## src/rtl/i2c_reg_seq.sv

```systemverilog
// i2c_reg_seq: turns one register read/write request into the command/strobe
// sequence of an upstream i2c_master (START+addr, reg byte, optional repeated
// START, data bytes). Optional macro I2C_SEQ_RETRY_EN: restart the transaction
// after arbitration loss, up to N_RETRY times, while no write byte was taken.
`timescale 1ns/1ps
module i2c_reg_seq #(
  parameter int LEN_W   = 4,
  parameter int N_RETRY = 3
) (
  input  logic             clk,
  input  logic             rst,
  input  logic             req_in,
  input  logic             rnw_in,
  input  logic [6:0]       dev_in,
  input  logic [7:0]       reg_in,
  input  logic [LEN_W-1:0] len_in,
  input  logic [7:0]       wdat_in,
  output logic             wdat_take_out,
  output logic [7:0]       rdat_out,
  output logic             rdat_vld_out,
  output logic             busy_out,
  output logic             done_out,
  output logic             err_out,
  output logic             nack_out,
  output logic             alo_out,
  output logic [4:0]       cmd_out,
  output logic [7:0]       mdat_out,
  output logic             ws_out,
  input  logic [3:0]       stat_in,
  input  logic [7:0]       mdat_in
);

  typedef enum logic [2:0] {S_IDLE, S_ISSUE, S_WAITS, S_WAITD, S_EVAL, S_STOPX, S_CLR, S_FIN} state_e;
  typedef enum logic [2:0] {P_ADDR, P_REG, P_WDAT, P_RADDR, P_RDAT, P_STOP} phase_e;

  state_e state_q, state_d;
  phase_e phase_q, phase_d;
  logic [LEN_W-1:0] cnt_q, cnt_d;
  logic rnw_q, rnw_d;
  logic [6:0] dev_q, dev_d;
  logic [7:0] reg_q, reg_d;
  logic [4:0] cmd_q, cmd_d;
  logic [7:0] mdat_q, mdat_d;
  logic ws_q, ws_d, take_q, take_d, rvld_q, rvld_d;
  logic [7:0] rdat_q, rdat_d;
  logic busy_q, busy_d, done_q, done_d;
  logic err_q, err_d, nack_q, nack_d, alo_q, alo_d;
  logic hold_q, hold_d;
  logic wr_phase_s;
`ifdef I2C_SEQ_RETRY_EN
  logic [LEN_W-1:0] len_q, len_d;
  logic [7:0] retry_q, retry_d;
  logic took_q, took_d;
`else
  logic unused_retry_s;
  assign unused_retry_s = (N_RETRY > 0);
`endif

  // Phases in which the master transmits and the slave must ACK
  assign wr_phase_s = (phase_q == P_ADDR) || (phase_q == P_REG) ||
                      (phase_q == P_WDAT) || (phase_q == P_RADDR);

  // Next-state, phase sequencing and output-register updates
  always_comb begin
    state_d = state_q;  phase_d = phase_q;  cnt_d = cnt_q;
    rnw_d = rnw_q;  dev_d = dev_q;  reg_d = reg_q;
    cmd_d = cmd_q;  mdat_d = mdat_q;  ws_d = 1'b0;  take_d = 1'b0;
    rdat_d = rdat_q;  rvld_d = 1'b0;  busy_d = busy_q;  done_d = 1'b0;
    err_d = err_q;  nack_d = nack_q;  alo_d = alo_q;  hold_d = 1'b0;
`ifdef I2C_SEQ_RETRY_EN
    len_d = len_q;  retry_d = retry_q;  took_d = took_q;
`endif
    case (state_q)
      S_IDLE: begin
        if (req_in) begin
          rnw_d = rnw_in;  dev_d = dev_in;  reg_d = reg_in;  cnt_d = len_in;
          phase_d = P_ADDR;  busy_d = 1'b1;
          err_d = 1'b0;  nack_d = 1'b0;  alo_d = 1'b0;
`ifdef I2C_SEQ_RETRY_EN
          len_d = len_in;  retry_d = 8'd0;  took_d = 1'b0;
`endif
          // A zero-length read has nothing to do: reject without bus activity
          if (rnw_in && (len_in == '0)) begin
            err_d = 1'b1;  state_d = S_FIN;
          end else begin
            state_d = S_ISSUE;
          end
        end else begin
          state_d = S_IDLE;
        end
      end
      S_ISSUE: begin
        // Freeze the consumed write byte so mdat_out stays stable after the strobe
        if (phase_q == P_WDAT) begin
          mdat_d = wdat_in;
`ifdef I2C_SEQ_RETRY_EN
          took_d = 1'b1;
`endif
        end else begin
          mdat_d = mdat_q;
        end
        state_d = S_WAITS;
      end
      S_WAITS: begin
        if (stat_in[1])      state_d = S_EVAL;
        else if (stat_in[0]) state_d = S_WAITD;
        else                 state_d = S_WAITS;
      end
      S_WAITD: begin
        if (!stat_in[0]) state_d = S_EVAL;
        else             state_d = S_WAITD;
      end
      S_EVAL: begin
        if (stat_in[1]) begin
          state_d = S_CLR;  ws_d = 1'b1;  cmd_d = 5'h00;  mdat_d = 8'h00;
`ifdef I2C_SEQ_RETRY_EN
          // err_q stays 0 on a retry; CLR uses that to choose restart vs finish
          if (stat_in[2] && !took_q && (retry_q < 8'(N_RETRY))) begin
            retry_d = retry_q + 8'd1;
          end else begin
            err_d = 1'b1;  alo_d = stat_in[2];
          end
`else
          err_d = 1'b1;  alo_d = stat_in[2];
`endif
        end else if (wr_phase_s && !stat_in[3]) begin
          nack_d = 1'b1;  err_d = 1'b1;
          state_d = cmd_q[1] ? S_FIN : S_STOPX;
        end else begin
          if (phase_q == P_RDAT) begin
            rdat_d = mdat_in;  rvld_d = 1'b1;
          end else begin
            rdat_d = rdat_q;
          end
          case (phase_q)
            P_ADDR:  begin phase_d = P_REG;  state_d = S_ISSUE; end
            P_REG: begin
              if (rnw_q)                  begin phase_d = P_RADDR; state_d = S_ISSUE; end
              else if (cnt_q == '0)       state_d = S_FIN;
              else                        begin phase_d = P_WDAT;  state_d = S_ISSUE; end
            end
            P_WDAT, P_RDAT: begin
              cnt_d = cnt_q - LEN_W'(1);
              if (cnt_q == LEN_W'(1)) state_d = S_FIN;
              else                    state_d = S_ISSUE;
            end
            P_RADDR: begin phase_d = P_RDAT; state_d = S_ISSUE; end
            default: state_d = S_FIN;
          endcase
        end
      end
      S_STOPX: begin
        phase_d = P_STOP;  state_d = S_ISSUE;
      end
      S_CLR: begin
        // First cycle carries the clear strobe, second cycle lets status settle
        if (!hold_q) begin
          hold_d = 1'b1;  state_d = S_CLR;
        end else begin
`ifdef I2C_SEQ_RETRY_EN
          if (!err_q) begin
            phase_d = P_ADDR;  cnt_d = len_q;  state_d = S_ISSUE;
          end else begin
            state_d = S_FIN;
          end
`else
          state_d = S_FIN;
`endif
        end
      end
      S_FIN: begin
        done_d = 1'b1;  busy_d = 1'b0;  state_d = S_IDLE;
      end
      default: state_d = S_IDLE;
    endcase

    // Load the master command for the phase about to be issued
    if (state_d == S_ISSUE) begin
      ws_d = 1'b1;
      case (phase_d)
        P_ADDR:  begin cmd_d = 5'h09; mdat_d = {dev_d, 1'b0}; end
        P_REG:   begin cmd_d = (!rnw_d && (cnt_d == '0)) ? 5'h0A : 5'h08; mdat_d = reg_d; end
        P_WDAT:  begin cmd_d = (cnt_d == LEN_W'(1)) ? 5'h0A : 5'h08; take_d = 1'b1; end
        P_RADDR: begin cmd_d = 5'h09; mdat_d = {dev_q, 1'b1}; end
        P_RDAT:  begin cmd_d = (cnt_d == LEN_W'(1)) ? 5'h16 : 5'h04; mdat_d = 8'hFF; end
        default: begin cmd_d = 5'h02; mdat_d = 8'h00; end
      endcase
    end else begin
      ws_d = ws_d;
    end
  end

  // State and output registers
  always_ff @(posedge clk or negedge rst) begin
    if (!rst) begin
      state_q <= S_IDLE;  phase_q <= P_ADDR;  cnt_q <= '0;
      rnw_q <= 1'b0;  dev_q <= 7'h00;  reg_q <= 8'h00;
      cmd_q <= 5'h00;  mdat_q <= 8'h00;  ws_q <= 1'b0;  take_q <= 1'b0;
      rdat_q <= 8'h00;  rvld_q <= 1'b0;  busy_q <= 1'b0;  done_q <= 1'b0;
      err_q <= 1'b0;  nack_q <= 1'b0;  alo_q <= 1'b0;  hold_q <= 1'b0;
`ifdef I2C_SEQ_RETRY_EN
      len_q <= '0;  retry_q <= 8'd0;  took_q <= 1'b0;
`endif
    end else begin
      state_q <= state_d;  phase_q <= phase_d;  cnt_q <= cnt_d;
      rnw_q <= rnw_d;  dev_q <= dev_d;  reg_q <= reg_d;
      cmd_q <= cmd_d;  mdat_q <= mdat_d;  ws_q <= ws_d;  take_q <= take_d;
      rdat_q <= rdat_d;  rvld_q <= rvld_d;  busy_q <= busy_d;  done_q <= done_d;
      err_q <= err_d;  nack_q <= nack_d;  alo_q <= alo_d;  hold_q <= hold_d;
`ifdef I2C_SEQ_RETRY_EN
      len_q <= len_d;  retry_q <= retry_d;  took_q <= took_d;
`endif
    end
  end

  // The write byte is presented straight through during its take cycle
  assign mdat_out      = ((state_q == S_ISSUE) && (phase_q == P_WDAT)) ? wdat_in : mdat_q;
  assign cmd_out       = cmd_q;
  assign ws_out        = ws_q;
  assign wdat_take_out = take_q;
  assign rdat_out      = rdat_q;
  assign rdat_vld_out  = rvld_q;
  assign busy_out      = busy_q;
  assign done_out      = done_q;
  assign err_out       = err_q;
  assign nack_out      = nack_q;
  assign alo_out       = alo_q;

endmodule

```

## config.mk

```make
export PLATFORM = sky130hd
export DESIGN_NAME = i2c_reg_seq
export DESIGN_NICKNAME = d
export VERILOG_FILES = /design/src/rtl/i2c_reg_seq.sv
export SDC_FILE = /design/constraint.sdc
export NUM_CORES = 1
export LEC_CHECK = 0
export CORE_UTILIZATION = 35
export DETAILED_ROUTE_END_ITERATION = 8
export SLEW_MARGIN = 15
export SYNTH_ARGS = -nofsm -noshare
export SYNTH_HDL_FRONTEND = slang
export SYNTH_SLANG_ARGS = --single-unit
```

## constraint.sdc

```tcl
create_clock -name clk -period 3.35 [get_ports clk]
set_clock_uncertainty 0.05 [all_clocks]
set_input_delay 0.8375 -clock clk [delete_from_list [all_inputs] [get_ports clk]]
set_output_delay 0.8375 -clock clk [all_outputs]
set_load 0.01 [all_outputs]
```

# [Yosys cells after proc, flatten, opt, wreduce, memory -nomap -nowiden]
# Cells that the tools add are included.
[totals] n_memories=0 ff_bits=56 latch_bits=0 ram_bits=0 word_cells=141 romBits=0 out_inout_bits=29
[op_classes] n_lt_le_gt_ge=0 mul=0 div=0 add_sub_neg=1 shift=0 n_mux=69 reduce_logical=28 bitwise_logic=2 n_eq_ne=23
[ops] op="2-to-1 mux 8 bit" count=6
[ops] op="2-to-1 mux 3 bit" count=14
[ops] op="case mux 8 bit (5 select lines)" count=1
[ops] op="case mux 3 bit (3 select lines)" count=3
[ops] op="2-to-1 mux 1 bit" count=24
[ops] op="case mux 3 bit (8 select lines)" count=1
[ops] op="2-to-1 mux 5 bit" count=4
[ops] op="case mux 5 bit (4 select lines)" count=1
[ops] op="== test 3 x 2 -> 1 bit, second input constant" count=6
[ops] op="== test 3 bit, second input constant" count=6
[ops] op="2-to-1 mux 4 bit" count=4
[ops] op="case mux 8 bit (2 select lines)" count=1
[ops] op="2-to-1 mux 7 bit" count=2
[ops] op="== test 3 x 1 -> 1 bit, second input constant" count=4
[ops] op="logical NOT 4 bit" count=3
[ops] op="logical NOT 3 bit" count=3
[ops] op="== test 4 x 1 -> 1 bit, second input constant" count=2
[ops] op="!= test 2 bit, second input constant" count=4
[ops] op="case mux 1 bit (2 select lines)" count=4
[ops] op="case mux 4 bit (2 select lines)" count=1
[ops] op="AND reduction 4 bit" count=2
[ops] op="nonzero test 2 bit" count=4
[ops] op="2-to-1 mux 2 bit" count=3
[ops] op="AND reduction 3 bit" count=2
[ops] op="other kinds (8)" count=18

# [Longest topological paths before layout]
# Gate-level depths: netlist of the first run.
[logic_depth] word_depth=13 ltp_mapped=10 depth_no_buf=8

# [Worst setup path after synthesis of the first run]
# OpenSTA, ideal clock, no wires.
[synth_path] path_kind="register to output" start="reg state_q[2]" end="out mdat_out[0]" n_path_buf=3 arrival_ps=2103 stages_incl_launch_ff=7 setup_slack_ps=360 path_cell_list="dfrtp_1 > buf_2 > buf_2 > nand2b_1 > nor4b_2 > clkbuf_1 > mux2_2"
[synth_via] elab_chain_len=3
[synth_lines] item="start: declaration" line_no="36" text="state_e state_q, state_d;"
[synth_lines] item="start signal: assignment" line_no="205" text="state_q <= state_d; phase_q <= phase_d; cnt_q <= cnt_d;"
[synth_lines] item="== test 3 x 1 -> 1 bit" line_no="217" text="assign mdat_out = ((state_q == S_ISSUE) && (phase_q == P_WDAT)) ? wdat_in : mdat_q;"
[synth_lines] item="logical AND 1 bit" line_no="217"
[synth_lines] item="2-to-1 mux 8 bit" line_no="217"
[synth_lines] item="end: declaration" line_no="27" text="output logic [7:0] mdat_out,"
# No other way between the ends.

# [Worst setup path after layout of the first run]
[layout_path] start="reg phase_q[1]" end="out mdat_out[1]"
[layout_via] elab_chain_len=3
[layout_lines] item="start: declaration" line_no="37" text="phase_e phase_q, phase_d;"
[layout_lines] item="start signal: assignment" line_no="205"
[layout_lines] item="== test 3 x 2 -> 1 bit" line_no="217"
[layout_lines] item="logical AND 1 bit" line_no="217"
[layout_lines] item="2-to-1 mux 8 bit" line_no="217"
# No other way between the ends.

==> metrics.csv, run 1 <==
metric,value,unit
Post-DP Area,0.00415,mm²
"Clk Latency, worst-skew pair",310,ps
Final Util,0.488,
Leak,1.88,nW
maxcap violations,0,
net count after synthesis,381,
multiplexer share of the synthesized area,0.0867,
Starting DRT DRC Count,98,
first-pass GRT wire length,14000,µm
Peak VDD IR,0.379,mV
crit share post-route,0.954,
overall global routing resource usage,0.184,
number of enable flip-flop cells after synthesis,0,
Final ANT Viol Nets,0,
Overflow after GRT,0,
die height,97.0,µm
nets,469,
largest family of logic cells by synthesized area,simple AND/OR/NAND/NOR gates,
setup_tns,0,ps
post-layout min period,3200,ps
First-pass DRT Iterations,4,
DR WL/cell,16.2,µm
HPWL after detailed placement,6310,µm
Critical Path Fanout Max,17,
width of the die,97.0,µm
run status,"finished, final reports clean",
largest net degree at the start of global routing,34,
Rows,34,
Worst Path Required,2460,ps
met1 Use GR,0.250,
Synth Instances,335,
Final Hold Fails,0,
Synth Area in Compound Gates,0.184,
share of cells above drive strength 1,0.149,
headroom to the max-slew limit,0.563,
Root Buffer,clkbuf_8,
final WL,8590,µm
Yosys top cell area share,0.444,
hold crit path type,flop to flop,
DR DRC count,0,
Die ar.,0.00941,mm²
YS warnings,0,
type of destination of the critical path,output pin,
clock buffer count from CTS,5,
CTS tree,done,
n_diodes,0,
dominant cells by area after synthesis,"dfrtp_1 44%, mux2_2 6.8%, nand2_1 6.3%, a21oi_1 3.3%, o21ai_0 2.2%",
CTS H-tree depth,2,
met3 GRT Util,0.0354,
Initial Util,0.362,
Setup WS pre-CTS,89.0,ps
core area,0.00872,mm²
via count of the routed design,2901,
Slew Limit Fails,0,
num ports,72,
endpoints failing setup,0,
grt met2 use,0.306,
Vias/cell,5.45,
cell taking the most area after synthesis,dfrtp_1,
"Clk pin slew, worst setup/hold paths",110,ps
vias in the first global route,2826,
initial antenna violation count,0,
Setup CP Type,flop to output pin,
PwrDens,898,mW/mm²
CP Data Arrival Time,2310,ps
Setup crit start kind,flop,
routability-driven placement congestion ratio,0.872,
area delta synth->final,34.6,%
GRT busiest layer,met2,
Max Clock Freq,0.313,GHz
RSZ-0062 raised after global routing,no,
Main synth FF type,dfrtp_1,
XOR/XNOR Fraction of Synth Area,0.00554,
clk sinks,56,
# fillers,826,
worst-margin pin slew,655,ps
final worst slack,153,ps
Synth Area in Adders,0.0119,
cell area after layout,0.00425,mm²
PortBufs,71,
clock buffer depth,2,
synthesized area per cell,9.43,µm²
Synth Cell Area,0.00316,mm²
simple-gate share of the synthesized area,0.229,
fraction of registers with async set/reset,1.00,
Seq cells post-synth,56,
"Hold-fix buffers, CTS",0,
Synth cell types,60,
sequential fraction of the synthesis area,0.444,
## worst max-delay path, cell delays in order (launching register included)
cell             delay, ps
dfrtp_2                470
nor2b_1                200
nor4b_2                210
buf_4                  260
mux2_2                 370
clkdlybuf4s50_1        480
## logic make-up (layout without fill, tap and decap cells)
group / after synthesis / after routing
multiplexers: 25 / 25
AO/OA/AOI/OAI: 84 / 84
buffers and inverters: 29 / 118
flip-flops: 56 / 56
XOR/XNOR: 2 / 2
adder cells (fa/ha/maj): 3 / 3
AND/OR/NAND/NOR: 136 / 136
## metrics by stage
stage,std cells,hold slack [ps],total power (W)
CTS,532,398,0.00383
finish,532,399,0.00382
floorplan,335,353,0.00254
global route,532,425,0.00410
detailed placement,524,383,0.00342
global placement,524,372,0.00340
## final cells by class
type	instances	area (µm²)	share of cell area
clock buffer	5	68.8	0.0162
tap	108	135	0.0318
clock inverter	3	27.5	0.00647
sequential	56	1400	0.330
timing repair buffer	99	941	0.221
inverter	11	41.3	0.00971
multi-input combinational	250	1640	0.385
## routing by layer
metal  share of wire  vias to the layer above
li1                -                     1392
met1            0.47                     1433
met2            0.49                       70
met3           0.036                        6
met4          0.0066                        0
met5               0                        -
## layout by cell type, fill, tap and decap left out, types with 3 or more instances in the layout
cell              n
nand3_1          11
nor3_1           12
ha_1              3
a22oi_1           8
a211oi_1          6
o21ai_0          14
clkbuf_8          5
a21oi_1          21
inv_1            10
dfrtp_1          55
nor2b_1           9
nor2_1           13
buf_4            26
nand3b_1          3
mux2_2           19
nor4_1            3
mux2i_1           6
nand2b_1          9
clkdlybuf4s50_1  70
a211o_1           6
nor3b_1           6
or3_1             4
nand2_1          53
## flip-flops by register name, summed over array words and instances, names as in the netlist
name	cells
mdat_q	8
rdat_out	8
reg_q	8
dev_q	7
cmd_out	5
cnt_q	4
phase_q	3
state_q	3
alo_out	1
busy_out	1
done_out	1
err_out	1
hold_q	1
nack_out	1
rdat_vld_out	1
rnw_q	1
wdat_take_out	1
ws_out	1
## power by group
group | switching (W) | internal (W)
Combinational | 0.00116 | 0.00110
Clock | 0.000245 | 0.000154
Sequential | 0.000189 | 0.000975
## synthesized netlist by cell type, types with 2 or more instances
| library cell | count |
|---|---|
| or3_1 | 4 |
| and3_1 | 2 |
| a21o_1 | 2 |
| dfrtp_1 | 56 |
| a21oi_1 | 21 |
| o211ai_1 | 2 |
| o21ai_0 | 14 |
| nor4b_2 | 2 |
| a211o_1 | 6 |
| a211oi_1 | 6 |
| nor3b_1 | 6 |
| nand2_1 | 53 |
| mux2i_1 | 6 |
| inv_1 | 10 |
| nand3_1 | 11 |
| buf_2 | 5 |
| mux2_2 | 19 |
| a22oi_1 | 8 |
| nor2b_1 | 9 |
| ha_1 | 3 |
| nand2b_1 | 9 |
| nand3b_1 | 3 |
| o221ai_1 | 2 |
| o22ai_1 | 2 |
| clkbuf_1 | 11 |
| nor3_1 | 12 |
| nor2_1 | 13 |
| o21ai_1 | 2 |
| a31oi_1 | 2 |
| a41o_1 | 2 |
| nor4_1 | 3 |
## final timing paths
path | from | to | slack (ps) | depth (start not counted)
hold / removal | hold_q$_DFF_PN0_ | hold_q$_DFF_PN0_ | 400 | 1
setup / recovery | phase_q[1]$_DFF_PN0_ | mdat_out[1] | 150 | 5
min in group asynchronous | rst | mdat_q[6]$_DFF_PN0_ | 460 | 1
hold reg to reg | hold_q$_DFF_PN0_ | hold_q$_DFF_PN0_ | 400 | 1
max in group asynchronous | rst | cmd_out[3]$_DFFE_PN0P_ | 2190 | 2
setup reg to reg | state_q[0]$_DFF_PN0_ | cmd_out[1]$_DFFE_PN0P_ | 710 | 7
## repair_timing
| action | 4_1_cts | 5_1_grt |
|---|---|---|
| buffers inserted | 0 | 0 |
| endpoints found under the setup margin | 0 | 8 |
| gates resized for setup | 0 | 1 |
Power figures use the tool's default switching activity.
==> inputs of run 2 (changes only) <==
--- a/config.mk
+++ b/config.mk
@@ -7,6 +7,8 @@
 export LEC_CHECK = 0
 export CORE_UTILIZATION = 35
 export DETAILED_ROUTE_END_ITERATION = 8
+export GPL_TIMING_DRIVEN = 0
+export MAX_ROUTING_LAYER = met4
 export SLEW_MARGIN = 15
 export SYNTH_ARGS = -nofsm -noshare
 export SYNTH_HDL_FRONTEND = slang
==> metrics.csv, run 2 (same netlist as run 1, synthesis figures left out) <==
metric,value,unit
clock buffer count from CTS,5,
headroom to the max-slew limit,0.345,
switch share,0.418,
Initial Util,0.362,
CP Data Arrival Time,2360,ps
Post-DP Area,0.00400,mm²
clk sinks,56,
Slew Limit Fails,0,
crit share post-route,0.970,
core area,0.00872,mm²
First-pass DRT Iterations,4,
Setup CP Type,flop to output pin,
Vias/cell,5.52,
placed insts,514,
"commonest non-fill, non-tap cell in the layout",clkdlybuf4s50_1,
sw power,0.00159,W
DR DRC count,0,
initial antenna violation count,0,
run status,"finished, final reports clean",
CTS H-tree depth,2,
# fillers,849,
power share of the clock group,0.115,
post-layout min period,3250,ps
Reg power frac,0.310,
via count of the routed design,2910,
Overflow after GRT,0,
n_diodes,0,
Root Buffer,clkbuf_8,
Setup crit start kind,flop,
overall global routing resource usage,0.200,
nets,464,
share of cells above drive strength 1,0.138,
clock buffer depth,2,
Combinational Power Share,0.575,
Final Hold Fails,0,
endpoints failing setup,0,
Pint,0.00221,W
PortBufs,71,
PwrDens,898,mW/mm²
type of destination of the critical path,output pin,
HPWL after detailed placement,6500,µm
buffer and inverter count on the worst path,4,
routability-driven placement congestion ratio,0.920,
DR WL/cell,16.9,µm
"non-filler cells, final",527,
die height,97.0,µm
"Slowest-stage cell, CP",dfrtp_1,
Setup WS pre-CTS,-653,ps
"Hold-fix buffers, CTS",0,
setup_tns,0,ps
final WL,8920,µm
largest net degree at the start of global routing,57,
"Clk pin slew, worst setup/hold paths",90,ps
cell area after layout,0.00423,mm²
Final Util,0.485,
Leak,1.89,nW
slowest cell delay on critical path,370,ps
Peak VDD IR,0.351,mV
Final ANT Viol Nets,0,
Die ar.,0.00941,mm²
"Clk Latency, worst-skew pair",310,ps
first-pass GRT wire length,14700,µm
area delta synth->final,33.9,%
vias in the first global route,2950,
crit path cell chain,"buf_4, buf_6, nand2b_4, nor4b_4, clkbuf_8, mux2_2, dlygate4sd2_1",
RSZ-0062 raised after global routing,no,
maxcap violations,0,
Rows,34,
num ports,72,
Max Clock Freq,0.308,GHz
final worst slack,102,ps
Worst Path Required,2460,ps
"commonest cells after routing, fill and taps aside","61 x clkdlybuf4s50_1, 55 x dfrtp_1, 53 x nand2_1",
worst-margin pin slew,974,ps
Critical Path Fanout Max,10,
width of the die,97.0,µm
Starting DRT DRC Count,118,
CTS tree,done,
"CP delay by family, top",buffers and inverters,
hold crit path type,flop to flop,
==> run 2: cell types whose count changed in the layout (fill, tap and decap cells not counted), sizes merged <==
cell and delta:
buf -15, bufinv +1, clkbuf +11, clkdlybuf4s50 -9, clkinvlp -1, dlygate4sd2 +8, dlymetal6s2s +1, inv -1
==> run 2: metrics by stage <==
| stage | power (W) | hold WS (ps) |
|---|---|---|
| floorplan | 0.00254 | 353 |
| finish | 0.00380 | 402 |
| detailed placement | 0.00330 | 386 |
| global route | 0.00409 | 433 |
| CTS | 0.00376 | 403 |
| global placement | 0.00327 | 376 |
==> run 2: power groups by stage <==
stage | Combinational, W | Sequential (W) | Clock [W]
global placement | 0.00210 | 0.00117 | 0
CTS | 0.00215 | 0.00116 | 0.000447
finish | 0.00218 | 0.00118 | 0.000437
global route | 0.00240 | 0.00122 | 0.000470
detailed placement | 0.00213 | 0.00118 | 0
floorplan | 0.00137 | 0.00117 | 0
==> run 2: worst register-to-register path, stage by stage (launching register included) <==
cell and delay (ps):
dfrtp_2 470, clkbuf_4 210, nor3_1 800, a21o_1 280, clkbuf_1 430, a211oi_1 110
or3_1 390
==> run 2: final timing paths <==
check / start / end / slack [ps] / cells after the start
worst max-delay path: state_q[2]$_DFF_PN0_ / mdat_out[1] / 100 / 7
worst min-delay path: hold_q$_DFF_PN0_ / hold_q$_DFF_PN0_ / 400 / 1
worst max register to register: state_q[0]$_DFF_PN0_ / mdat_q[7]$_DFF_PN0_ / 490 / 6
worst min register to register: hold_q$_DFF_PN0_ / hold_q$_DFF_PN0_ / 400 / 1
max in group asynchronous: rst / state_q[0]$_DFF_PN0_ / 2240 / 1
min in group asynchronous: rst / hold_q$_DFF_PN0_ / 520 / 1
==> run 2: area by class of cell <==
| class | instances | area [µm²] | share of cell area |
|---|---|---|---|
| Sequential cell | 56 | 1400 | 0.332 |
| Timing Repair Buffer | 78 | 759 | 0.180 |
| Multi-Input combinational cell | 250 | 1680 | 0.398 |
| Buffer | 16 | 101 | 0.0240 |
| Inverter | 11 | 41.3 | 0.00976 |
| Clock inverter | 2 | 35.0 | 0.00828 |
| Tap cell | 108 | 135 | 0.0319 |
| Clock buffer | 6 | 72.6 | 0.0172 |
==> run 2: what timing repair did <==
action / 4_1_cts / 5_1_grt
gates resized for setup: 16 / 21
setup endpoints to repair: 23 / 23
pin swaps: 1 / 2
cloned: 1 / 0
setup buffers: 5 / 1
hold endpoints to repair: 0 / 0
==> run 2: routing by layer <==
layer  vias up  routed length, µm  track usage
li1       1387                  -            -
met4         0                155       0.0563
met3        15                267       0.0275
met5         -                  0            -
met1      1436               4250        0.268
met2        72               4250        0.316
